File: src/rtl/id_stage.sv
// id_stage: RV32I decode with operand forwarding, load-use interlock and an
// ID/EX pipeline register with valid/ready handshakes on both sides.
// Optional feature macro: ID_JAL_REDIRECT_EN (JAL redirect issued from ID).
// Encoding notes:
//   - an instruction word whose opcode is 7'b0000000 is the Flushed slot that
//     fetch inserts after a mispredict; it travels to EX as a NOP with
//     out_if_br set.
//   - out_rd always carries inst[11:7]; out_rd_e says whether it is written.
module id_stage #(
  parameter int XLEN      = 32,
  parameter int FWD_PORTS = 2,
  parameter int REG_AW    = 5,
  localparam int ALUOP_W  = 5,
  localparam int ALUSEL_W = 3
) (
  input  logic                          clk,
  input  logic                          rst,
  input  logic                          in_valid,
  output logic                          in_ready,
  input  logic [XLEN-1:0]               pc,
  input  logic [XLEN-1:0]               npc,
  input  logic [XLEN-1:0]               pred_i,
  input  logic [31:0]                   inst,
  input  logic                          flush,
  output logic                          re1,
  output logic                          re2,
  output logic [REG_AW-1:0]             raddr1,
  output logic [REG_AW-1:0]             raddr2,
  input  logic [XLEN-1:0]               rdata1,
  input  logic [XLEN-1:0]               rdata2,
  input  logic [FWD_PORTS-1:0]          fwd_we,
  input  logic [FWD_PORTS*REG_AW-1:0]   fwd_waddr,
  input  logic [FWD_PORTS*XLEN-1:0]     fwd_wdata,
  input  logic [FWD_PORTS-1:0]          fwd_pend,
  output logic                          out_valid,
  input  logic                          out_ready,
  output logic [XLEN-1:0]               out_pc,
  output logic [XLEN-1:0]               out_npc,
  output logic [XLEN-1:0]               out_pred,
  output logic [ALUOP_W-1:0]            out_aluop,
  output logic [ALUSEL_W-1:0]           out_alusel,
  output logic [XLEN-1:0]               out_reg1,
  output logic [XLEN-1:0]               out_reg2,
  output logic [XLEN-1:0]               out_imm,
  output logic [XLEN-1:0]               out_jmp_addr,
  output logic [REG_AW-1:0]             out_rd,
  output logic                          out_rd_e,
  output logic [4:0]                    out_mem_length,
  output logic                          out_if_br
`ifdef ID_JAL_REDIRECT_EN
  ,
  output logic                          redirect_valid,
  output logic [XLEN-1:0]               redirect_addr
`endif
);

  localparam logic [6:0] OPC_LUI    = 7'b0110111;
  localparam logic [6:0] OPC_AUIPC  = 7'b0010111;
  localparam logic [6:0] OPC_JAL    = 7'b1101111;
  localparam logic [6:0] OPC_JALR   = 7'b1100111;
  localparam logic [6:0] OPC_BRANCH = 7'b1100011;
  localparam logic [6:0] OPC_LOAD   = 7'b0000011;
  localparam logic [6:0] OPC_STORE  = 7'b0100011;
  localparam logic [6:0] OPC_OPIMM  = 7'b0010011;
  localparam logic [6:0] OPC_OP     = 7'b0110011;
  localparam logic [6:0] OPC_FLUSH  = 7'b0000000;

  localparam logic [ALUOP_W-1:0] OP_NOP = 5'd0,  OP_ADD  = 5'd1,  OP_SUB  = 5'd2,
                                 OP_SLL = 5'd3,  OP_SLT  = 5'd4,  OP_SLTU = 5'd5,
                                 OP_XOR = 5'd6,  OP_SRL  = 5'd7,  OP_SRA  = 5'd8,
                                 OP_OR  = 5'd9,  OP_AND  = 5'd10, OP_BEQ  = 5'd11,
                                 OP_BNE = 5'd12, OP_BLT  = 5'd13, OP_BGE  = 5'd14,
                                 OP_BLTU = 5'd15, OP_BGEU = 5'd16, OP_JAL = 5'd17,
                                 OP_JALR = 5'd18, OP_LOAD = 5'd19, OP_STORE = 5'd20;

  localparam logic [ALUSEL_W-1:0] SEL_NOP = 3'd0, SEL_ALU = 3'd1, SEL_SHIFT = 3'd2,
                                  SEL_JUMP = 3'd3, SEL_BRANCH = 3'd4,
                                  SEL_LOAD = 3'd5, SEL_STORE = 3'd6;

  typedef struct packed {
    logic [XLEN-1:0]     pc;
    logic [XLEN-1:0]     npc;
    logic [XLEN-1:0]     pred;
    logic [XLEN-1:0]     reg1;
    logic [XLEN-1:0]     reg2;
    logic [XLEN-1:0]     imm;
    logic [XLEN-1:0]     jmp;
    logic [ALUOP_W-1:0]  aluop;
    logic [ALUSEL_W-1:0] alusel;
    logic [REG_AW-1:0]   rd;
    logic                rd_e;
    logic [4:0]          mem_length;
    logic                if_br;
  } idex_t;

  idex_t idex_d, idex_q;
  logic  valid_q;

  logic [6:0] opcode;
  logic [2:0] funct3;
  logic [6:0] funct7;
  logic [XLEN-1:0] imm_i, imm_s, imm_b, imm_j, imm_u, shamt, pc4;

  assign opcode = inst[6:0];
  assign funct3 = inst[14:12];
  assign funct7 = inst[31:25];
  assign imm_i  = XLEN'($signed(inst[31:20]));
  assign imm_s  = XLEN'($signed({inst[31:25], inst[11:7]}));
  assign imm_b  = XLEN'($signed({inst[31], inst[7], inst[30:25], inst[11:8], 1'b0}));
  assign imm_j  = XLEN'($signed({inst[31], inst[19:12], inst[20], inst[30:21], 1'b0}));
  assign imm_u  = XLEN'($signed({inst[31:12], 12'b0}));
  assign shamt  = XLEN'(inst[24:20]);
  assign pc4    = pc + XLEN'(4);

  assign raddr1 = REG_AW'(inst[19:15]);
  assign raddr2 = REG_AW'(inst[24:20]);

  logic                re1_c, re2_c, rd_e_c, if_br_c, nop_c;
  logic                is_jal, is_jalr, is_br;
  logic [XLEN-1:0]     imm_c;
  logic [ALUOP_W-1:0]  aluop_c;
  logic [ALUSEL_W-1:0] alusel_c;
  logic [4:0]          mem_c;

  // Opcode/funct decode; any undefined encoding collapses to a NOP at the end.
  always_comb begin
    re1_c = 1'b0; re2_c = 1'b0; rd_e_c = 1'b0; if_br_c = 1'b0; nop_c = 1'b0;
    is_jal = 1'b0; is_jalr = 1'b0; is_br = 1'b0;
    imm_c = '0; aluop_c = OP_NOP; alusel_c = SEL_NOP; mem_c = '0;
    case (opcode)
      OPC_LUI:   begin imm_c = imm_u; aluop_c = OP_ADD; alusel_c = SEL_ALU; rd_e_c = 1'b1; end
      OPC_AUIPC: begin imm_c = pc + imm_u; aluop_c = OP_ADD; alusel_c = SEL_ALU; rd_e_c = 1'b1; end
      OPC_JAL:   begin imm_c = pc4; aluop_c = OP_JAL; alusel_c = SEL_JUMP; rd_e_c = 1'b1; is_jal = 1'b1; end
      OPC_JALR: begin
        re1_c = 1'b1; imm_c = pc4; aluop_c = OP_JALR; alusel_c = SEL_JUMP; rd_e_c = 1'b1; is_jalr = 1'b1;
        if (funct3 != 3'b000) nop_c = 1'b1;
      end
      OPC_BRANCH: begin
        re1_c = 1'b1; re2_c = 1'b1; imm_c = imm_b; alusel_c = SEL_BRANCH; is_br = 1'b1;
        case (funct3)
          3'b000: aluop_c = OP_BEQ;
          3'b001: aluop_c = OP_BNE;
          3'b100: aluop_c = OP_BLT;
          3'b101: aluop_c = OP_BGE;
          3'b110: aluop_c = OP_BLTU;
          3'b111: aluop_c = OP_BGEU;
          default: nop_c = 1'b1;
        endcase
      end
      OPC_LOAD: begin
        re1_c = 1'b1; imm_c = imm_i; aluop_c = OP_LOAD; alusel_c = SEL_LOAD; rd_e_c = 1'b1;
        case (funct3)
          3'b000: mem_c = 5'b00001;
          3'b001: mem_c = 5'b00010;
          3'b010: mem_c = 5'b00100;
          3'b100: mem_c = 5'b01001;
          3'b101: mem_c = 5'b01010;
          default: nop_c = 1'b1;
        endcase
      end
      OPC_STORE: begin
        re1_c = 1'b1; re2_c = 1'b1; imm_c = imm_s; aluop_c = OP_STORE; alusel_c = SEL_STORE;
        case (funct3)
          3'b000: mem_c = 5'b10001;
          3'b001: mem_c = 5'b10010;
          3'b010: mem_c = 5'b10100;
          default: nop_c = 1'b1;
        endcase
      end
      OPC_OPIMM: begin
        re1_c = 1'b1; imm_c = imm_i; alusel_c = SEL_ALU; rd_e_c = 1'b1;
        case (funct3)
          3'b000: aluop_c = OP_ADD;
          3'b010: aluop_c = OP_SLT;
          3'b011: aluop_c = OP_SLTU;
          3'b100: aluop_c = OP_XOR;
          3'b110: aluop_c = OP_OR;
          3'b111: aluop_c = OP_AND;
          3'b001: begin
            imm_c = shamt; alusel_c = SEL_SHIFT; aluop_c = OP_SLL;
            if (funct7 != 7'b0000000) nop_c = 1'b1;
          end
          default: begin
            imm_c = shamt; alusel_c = SEL_SHIFT;
            if (funct7 == 7'b0000000)      aluop_c = OP_SRL;
            else if (funct7 == 7'b0100000) aluop_c = OP_SRA;
            else                           nop_c = 1'b1;
          end
        endcase
      end
      OPC_OP: begin
        re1_c = 1'b1; re2_c = 1'b1; alusel_c = SEL_ALU; rd_e_c = 1'b1;
        if (funct7 != 7'b0000000 && !(funct7 == 7'b0100000 && (funct3 == 3'b000 || funct3 == 3'b101)))
          nop_c = 1'b1;
        case (funct3)
          3'b000: aluop_c = funct7[5] ? OP_SUB : OP_ADD;
          3'b001: begin aluop_c = OP_SLL; alusel_c = SEL_SHIFT; end
          3'b010: aluop_c = OP_SLT;
          3'b011: aluop_c = OP_SLTU;
          3'b100: aluop_c = OP_XOR;
          3'b101: begin aluop_c = funct7[5] ? OP_SRA : OP_SRL; alusel_c = SEL_SHIFT; end
          3'b110: aluop_c = OP_OR;
          default: aluop_c = OP_AND;
        endcase
      end
      OPC_FLUSH: if_br_c = 1'b1;
      default: nop_c = 1'b1;
    endcase
    if (nop_c) begin
      re1_c = 1'b0; re2_c = 1'b0; rd_e_c = 1'b0; imm_c = '0;
      aluop_c = OP_NOP; alusel_c = SEL_NOP; mem_c = '0;
      is_jal = 1'b0; is_jalr = 1'b0; is_br = 1'b0;
    end
  end

  assign re1 = re1_c;
  assign re2 = re2_c;

  logic [XLEN-1:0] rs1_v, rs2_v;
  logic            pend1, pend2;

  // Operand resolution: lowest matching source index wins, x0 reads as zero.
  // Walking from the oldest source down lets younger matches overwrite.
  always_comb begin
    rs1_v = rdata1; pend1 = 1'b0;
    rs2_v = rdata2; pend2 = 1'b0;
    for (int i = FWD_PORTS - 1; i >= 0; i--) begin
      if (fwd_we[i] && fwd_waddr[i*REG_AW +: REG_AW] == raddr1) begin
        rs1_v = fwd_wdata[i*XLEN +: XLEN];
        pend1 = fwd_pend[i];
      end
      if (fwd_we[i] && fwd_waddr[i*REG_AW +: REG_AW] == raddr2) begin
        rs2_v = fwd_wdata[i*XLEN +: XLEN];
        pend2 = fwd_pend[i];
      end
    end
    if (raddr1 == '0) begin rs1_v = '0; pend1 = 1'b0; end
    if (raddr2 == '0) begin rs2_v = '0; pend2 = 1'b0; end
  end

  logic hazard, ld;
  assign hazard   = in_valid && ((re1_c && pend1) || (re2_c && pend2));
  assign in_ready = (!valid_q || out_ready) && !hazard && !flush;
  assign ld       = in_valid && in_ready;

  // Next ID/EX contents, captured only on ld.
  always_comb begin
    idex_d            = '0;
    idex_d.pc         = pc;
    idex_d.npc        = npc;
    idex_d.pred       = pred_i;
    idex_d.reg1       = re1_c ? rs1_v : '0;
    idex_d.reg2       = re2_c ? rs2_v : imm_c;
    idex_d.imm        = imm_c;
    idex_d.aluop      = aluop_c;
    idex_d.alusel     = alusel_c;
    idex_d.rd         = REG_AW'(inst[11:7]);
    idex_d.rd_e       = rd_e_c;
    idex_d.mem_length = mem_c;
    idex_d.if_br      = if_br_c;
    if (is_jal)       idex_d.jmp = pc + imm_j;
    else if (is_jalr) idex_d.jmp = (rs1_v + imm_i) & ~XLEN'(1);
    else if (is_br)   idex_d.jmp = pc + imm_b;
  end

  // ID/EX register: flush kills, ld captures, a drained slot becomes a bubble.
  always_ff @(posedge clk or posedge rst) begin
    if (rst) begin
      valid_q <= 1'b0;
      idex_q  <= '0;
    end else if (flush) begin
      valid_q <= 1'b0;
    end else if (ld) begin
      valid_q <= 1'b1;
      idex_q  <= idex_d;
    end else if (out_ready) begin
      valid_q <= 1'b0;
    end
  end

  assign out_valid      = valid_q;
  assign out_pc         = idex_q.pc;
  assign out_npc        = idex_q.npc;
  assign out_pred       = idex_q.pred;
  assign out_aluop      = idex_q.aluop;
  assign out_alusel     = idex_q.alusel;
  assign out_reg1       = idex_q.reg1;
  assign out_reg2       = idex_q.reg2;
  assign out_imm        = idex_q.imm;
  assign out_jmp_addr   = idex_q.jmp;
  assign out_rd         = idex_q.rd;
  assign out_rd_e       = idex_q.rd_e;
  assign out_mem_length = idex_q.mem_length;
  assign out_if_br      = idex_q.if_br;

`ifdef ID_JAL_REDIRECT_EN
  logic redir_q;

  // One-cycle redirect pulse alongside a freshly loaded JAL.
  always_ff @(posedge clk or posedge rst) begin
    if (rst) redir_q <= 1'b0;
    else     redir_q <= ld && is_jal;
  end

  assign redirect_valid = redir_q;
  assign redirect_addr  = idex_q.jmp;
`endif

endmodule

File: config.mk
export PLATFORM = sky130hd
export DESIGN_NAME = id_stage
export DESIGN_NICKNAME = d
export VERILOG_FILES = /design/src/rtl/id_stage.sv
export SDC_FILE = /design/constraint.sdc
export NUM_CORES = 1
export LEC_CHECK = 0
export ABC_CLOCK_PERIOD_IN_PS = 12900
export CAP_MARGIN = 10
export CORE_AREA = 5 5 204 206
export DETAILED_ROUTE_END_ITERATION = 8
export DIE_AREA = 0 0 209 211
export GPL_TIMING_DRIVEN = 1
export PLACE_DENSITY = 0.85
export SKIP_CTS_REPAIR_TIMING = 1
export SYNTH_ARGS = -nofsm -noshare
export SYNTH_HDL_FRONTEND = slang
export SYNTH_SLANG_ARGS = --single-unit
File: constraint.sdc
create_clock -name clk -period 12.9 [get_ports clk]
set_clock_uncertainty 0.15 [all_clocks]
set_input_delay 1.29 -clock clk [delete_from_list [all_inputs] [get_ports clk]]
set_output_delay 1.29 -clock clk [all_outputs]
set_load 0.02 [all_outputs]
==> metrics.md <==
| Metric | Value |
|---|---|
| Antenna viol nets, final | `0` |
| Final design utilization | `a little over three fifths` |
| Fillers | `between 3000 and 4000` |
| Number of clock buffers inserted by TritonCTS | `27` |
| Worst reg2reg setup slack | `9.35 ns` |
| CP Launch Type | `input pin` |
| DP Worst Slack | `between 6 and 7 ns` |
| Power per unit of standard cell area | `just over 100 mW/mm2` |
| Net count of the mapped netlist | `~2600` |
| Post-route total power | `0.00248 W` |
| Clock sink total | `245` |
| Post-synth EDFFs | `0` |
| RSZ-0062 raised after global routing | `no` |
| Share of post-route cells with drive strength above 1 | `around 4.8%` |
| Fmax achieved | `0.154 GHz` |
| All-layer global routing usage | `roughly two fifths` |
| Number of cell instances on the worst register-to-register path | `7` |
| Avg Cell Area, Syn | `approximately 8.1 um2` |
| Primary flip-flop cell chosen by synthesis mapping | `sky130_fd_sc_hd__dfrtp_1` |
| Global-route wire length before repair | `~130 mm` |
| Post-synthesis cell type count | `90` |
| Share of synthesized flip-flops with an asynchronous set or reset | `100%` |
| CTS tree | `done` |
| Starting utilization of the core area | `between 40% and 50%` |
| Post-Route WL | `about 90 mm` |
| Number of iterations in the first detailed-routing pass | `7` |
| Placer Congestion | `around 1.0` |
| Endpoint kind of the worst setup timing path | `primary output` |
| Standard cell core area | `between 0.03 and 0.04 mm2` |
| Maximum net fanout on the critical path | `11` |
| Die width | `209 um` |
| Largest net degree at the start of global routing | `approximately 220` |
| Least setup slack across all paths after layout | `~6.4 ns` |
| Number of antenna violations at the first check in global routing | `10` |
| CTS Root Cell | `sky130_fd_sc_hd__clkbuf_16` |
| Hold violation total from the final report | `0` |
| CP top delay family | `buffers and inverters` |
| Cell with the most instances on the worst path | `sky130_fd_sc_hd__clkdlybuf4s50_1` |
| Vias | `20100` |
| Later-pin clock latency in the skew report | `between 0.5 and 0.6 ns` |
| Hold Crit Start | `out_if_br$_DFFE_PP0P_` |
| Data arrival time of the critical path | `between 5 and 6 ns` |
| Number of nets in the final layout | `3051` |
| Height of the die | `roughly 210 um` |
| Number of storage elements in the synthesis netlist | `between 200 and 250` |
| Post-DP HPWL | `between 70 and 80 mm` |
| Worst Setup Path Type | `input pin to primary output` |
| Hold Path End | `out_if_br$_DFFE_PP0P_` |
| Max-cap violations | `0` |
| Data required time of the worst path | `11.46 ns` |
| Area growth from synthesis to layout | `34.7%` |
| Vias per cell | `6.20` |
| Post-synthesis instance area | `~0.018 mm2` |
| Fin Setup TNS | `0 ns` |
| Number of standard-cell rows in the floorplan | `73` |
| Pins Over Slew Limit | `0` |
| Number of global-route vias before repair | `between 15000 and 20000` |
| Number of top-level design ports | `533` |
| Cell with the biggest individual delay on the critical path | `sky130_fd_sc_hd__nor3_2` |
| Initial drt markers | `2330` |
| Maximum number of buffers from clock root to sink | `3` |
| Crit path buffers/inverters | `3` |
| Number of port buffers | `between 500 and 600` |
| Pleak | `10.7 nW` |
| Worst rel slew slack | `about 9.1%` |
| Post-route minimum period | `~6.5 ns` |
| Slew at the pin closest to its max-slew limit | `1.36 ns` |
| Cell count after synthesis | `between 2000 and 2500` |
| Cell-by-cell listing of the critical path | `clkdlybuf4s50_1, nor3_2, nor3_1, o211ai_2, o2111ai_2, a21o_1, inv_1, clkdlybuf4s50_1` |
| Final-report setup violation count | `0` |
| Area enclosed by the die boundary | `about 0.044 mm2` |
| Overflow after GRT | `0` |
| Worst supply voltage drop on vdd | `slightly below 0.09 mV` |
| Path class of the lowest-slack min-delay path | `flop to flop` |
| Outcome | `completed` |
| Average detailed-routed wire length per instance | `between 20 and 30 um` |
| Post-route DRC | `0` |
| Worst R2R End | `out_jmp_addr[15]$_DFFE_PP0P_` |
| Startpoint of the worst-slack reg-to-reg timing path | `out_valid$_DFFE_PP0P_` |
| Count of warnings emitted by yosys | `0` |
| Worst hold stages | `2` |
| Largest incremental delay on the critical path | `0.85 ns` |
| CTS HTree Levels | `1` |
| Clock slew seen by the registers of the worst setup and hold paths | `approximately 0.060 ns` |
| Sequential fraction of the synthesis area | `about 33%` |
| Final cycle utilization of the critical path | `between 50% and 60%` |
[layout by cell type (no fill, tap or decap), types with 23 or more instances in the layout]
master | synthesis | routed
sky130_fd_sc_hd__nand2_1 | 531 | 531
sky130_fd_sc_hd__clkdlybuf4s50_1 | 0 | 531
sky130_fd_sc_hd__dfrtp_1 | 245 | 245
sky130_fd_sc_hd__nor2_1 | 155 | 154
sky130_fd_sc_hd__a21oi_1 | 125 | 125
sky130_fd_sc_hd__o21ai_0 | 123 | 123
sky130_fd_sc_hd__ha_1 | 85 | 85
sky130_fd_sc_hd__mux2i_1 | 71 | 71
sky130_fd_sc_hd__xnor2_1 | 57 | 57
sky130_fd_sc_hd__xor2_1 | 50 | 50
sky130_fd_sc_hd__a21o_1 | 50 | 50
sky130_fd_sc_hd__a211oi_1 | 38 | 38
sky130_fd_sc_hd__inv_1 | 37 | 36
sky130_fd_sc_hd__nand3_1 | 36 | 34
sky130_fd_sc_hd__and2_1 | 32 | 31
sky130_fd_sc_hd__o21ai_1 | 31 | 31
sky130_fd_sc_hd__clkbuf_16 | 0 | 27
sky130_fd_sc_hd__a221oi_1 | 25 | 25
sky130_fd_sc_hd__o31ai_1 | 25 | 25
sky130_fd_sc_hd__o221ai_1 | 25 | 25
sky130_fd_sc_hd__a31oi_1 | 24 | 24
sky130_fd_sc_hd__and3_1 | 25 | 23
sky130_fd_sc_hd__buf_4 | 17 | 23
[tightest hold or removal path: stages, from the launching register on]
cell                      delay, ns
sky130_fd_sc_hd__dfrtp_1       0.34
sky130_fd_sc_hd__nand2_1       0.05
sky130_fd_sc_hd__nand2_1       0.05
[cell type report]
cell class              count  area [um2]  area share (%)
inverters                  38         150           0.608
clock buffers              41         758            3.07
repair buffers            556        5510            22.3
diodes                     10        25.0           0.101
well taps                 525         657            2.66
flip-flops and latches    245        6130            24.8
multi-input cells        1819       11300            45.9
clock inverters             9         115           0.466
[metrics by stage]
| step | area, um2 | std cells | hold slack, ns |
|---|---|---|---|
| 2_1_floorplan | 18300 | 2256 | 0.424 |
| 3_3_place_gp | 23800 | 3183 | 0.305 |
| 3_5_place_dp | 23800 | 3183 | 0.311 |
| 4_1_cts | 24700 | 3233 | 0.325 |
| 5_1_grt | 24700 | 3242 | 0.343 |
| 6_report | 24700 | 3243 | 0.318 |
[worst max-delay path by stage]
stage | from | endpoint | slack, ns | cells after the start
6_report | inst[3] | re2 | 6.41 | 8
5_1_grt | inst[3] | re1 | 6.26 | 10
4_1_cts | inst[3] | re1 | 6.52 | 10
3_5_place_dp | inst[23] | out_reg2[22]$_DFFE_PP0P_ | 6.15 | 13
3_3_place_gp | inst[22] | out_reg2[22]$_DFFE_PP0P_ | 6.27 | 13
2_1_floorplan | rst | out_aluop[0]$_DFFE_PP0P_ | 4.73 | 1
[Yosys cell counts, types with 9 or more instances]
cell type | number | area (um2)
sky130_fd_sc_hd__o221ai_1 | 25 | 219
sky130_fd_sc_hd__nor4_1 | 9 | 56.3
sky130_fd_sc_hd__a21oi_1 | 125 | 626
sky130_fd_sc_hd__o22ai_1 | 12 | 75.1
sky130_fd_sc_hd__a31oi_1 | 24 | 150
sky130_fd_sc_hd__ha_1 | 85 | 1060
sky130_fd_sc_hd__a31o_1 | 16 | 140
sky130_fd_sc_hd__xor2_1 | 50 | 438
sky130_fd_sc_hd__o41ai_2 | 13 | 211
sky130_fd_sc_hd__xnor2_1 | 57 | 499
sky130_fd_sc_hd__nand3_1 | 36 | 180
sky130_fd_sc_hd__mux2i_1 | 71 | 711
sky130_fd_sc_hd__a21o_1 | 50 | 375
sky130_fd_sc_hd__o21a_1 | 13 | 97.6
sky130_fd_sc_hd__nand4_1 | 16 | 100
sky130_fd_sc_hd__o211ai_1 | 9 | 67.6
sky130_fd_sc_hd__a211oi_1 | 38 | 285
sky130_fd_sc_hd__a221o_1 | 12 | 120
sky130_fd_sc_hd__nor2b_1 | 12 | 75.1
sky130_fd_sc_hd__nor3_1 | 20 | 100
sky130_fd_sc_hd__a221oi_1 | 25 | 219
sky130_fd_sc_hd__o21ai_0 | 123 | 616
sky130_fd_sc_hd__buf_4 | 17 | 128
sky130_fd_sc_hd__inv_1 | 37 | 139
sky130_fd_sc_hd__and2_1 | 32 | 200
sky130_fd_sc_hd__or2_2 | 9 | 56.3
sky130_fd_sc_hd__o21bai_1 | 16 | 120
sky130_fd_sc_hd__buf_2 | 61 | 305
sky130_fd_sc_hd__nand2_1 | 531 | 1990
sky130_fd_sc_hd__o31ai_1 | 25 | 188
sky130_fd_sc_hd__o21ai_1 | 31 | 155
sky130_fd_sc_hd__nor2_1 | 155 | 582
sky130_fd_sc_hd__clkbuf_1 | 65 | 244
sky130_fd_sc_hd__dfrtp_1 | 245 | 6130
sky130_fd_sc_hd__nand2b_1 | 13 | 81.3
sky130_fd_sc_hd__and3_1 | 25 | 156
[routing by layer]
metal  up-vias  GRT usage (%)  wire [um]
li1       8955              -          -
met1      9690           47.9      33800
met2      1188           61.2      41000
met3       264           10.1       9200
met4         0           20.7       5500
met5         -              0          0
[cell families after synthesis]
logic type / synth area share, %
and+or+nand+nor: 21.6
AOI/OAI and AO/OA: 24.8
DFF: 33.5
buffers and inverters: 4.91
xor gates and xnor gates: 5.11
adders and majority gates: 6.24
muxes: 3.88
[power by group]
part           internal, W  leakage, nW  switching (W)
sequential        0.000828         3.23      0.0000382
clock             0.000448        0.421       0.000336
combinational     0.000344         7.01       0.000488
[flip-flops by register name, summed over array words and instances, names as in the netlist, 3 cells and up]
signal and count:
out_reg1 32, out_rd 5, out_npc 32, out_pc 32
out_mem_length 5, out_aluop 5, out_alusel 3, out_imm 32
out_pred 32, out_jmp_addr 32, out_reg2 32
Note: power is estimated with default switching activity, not from simulation.
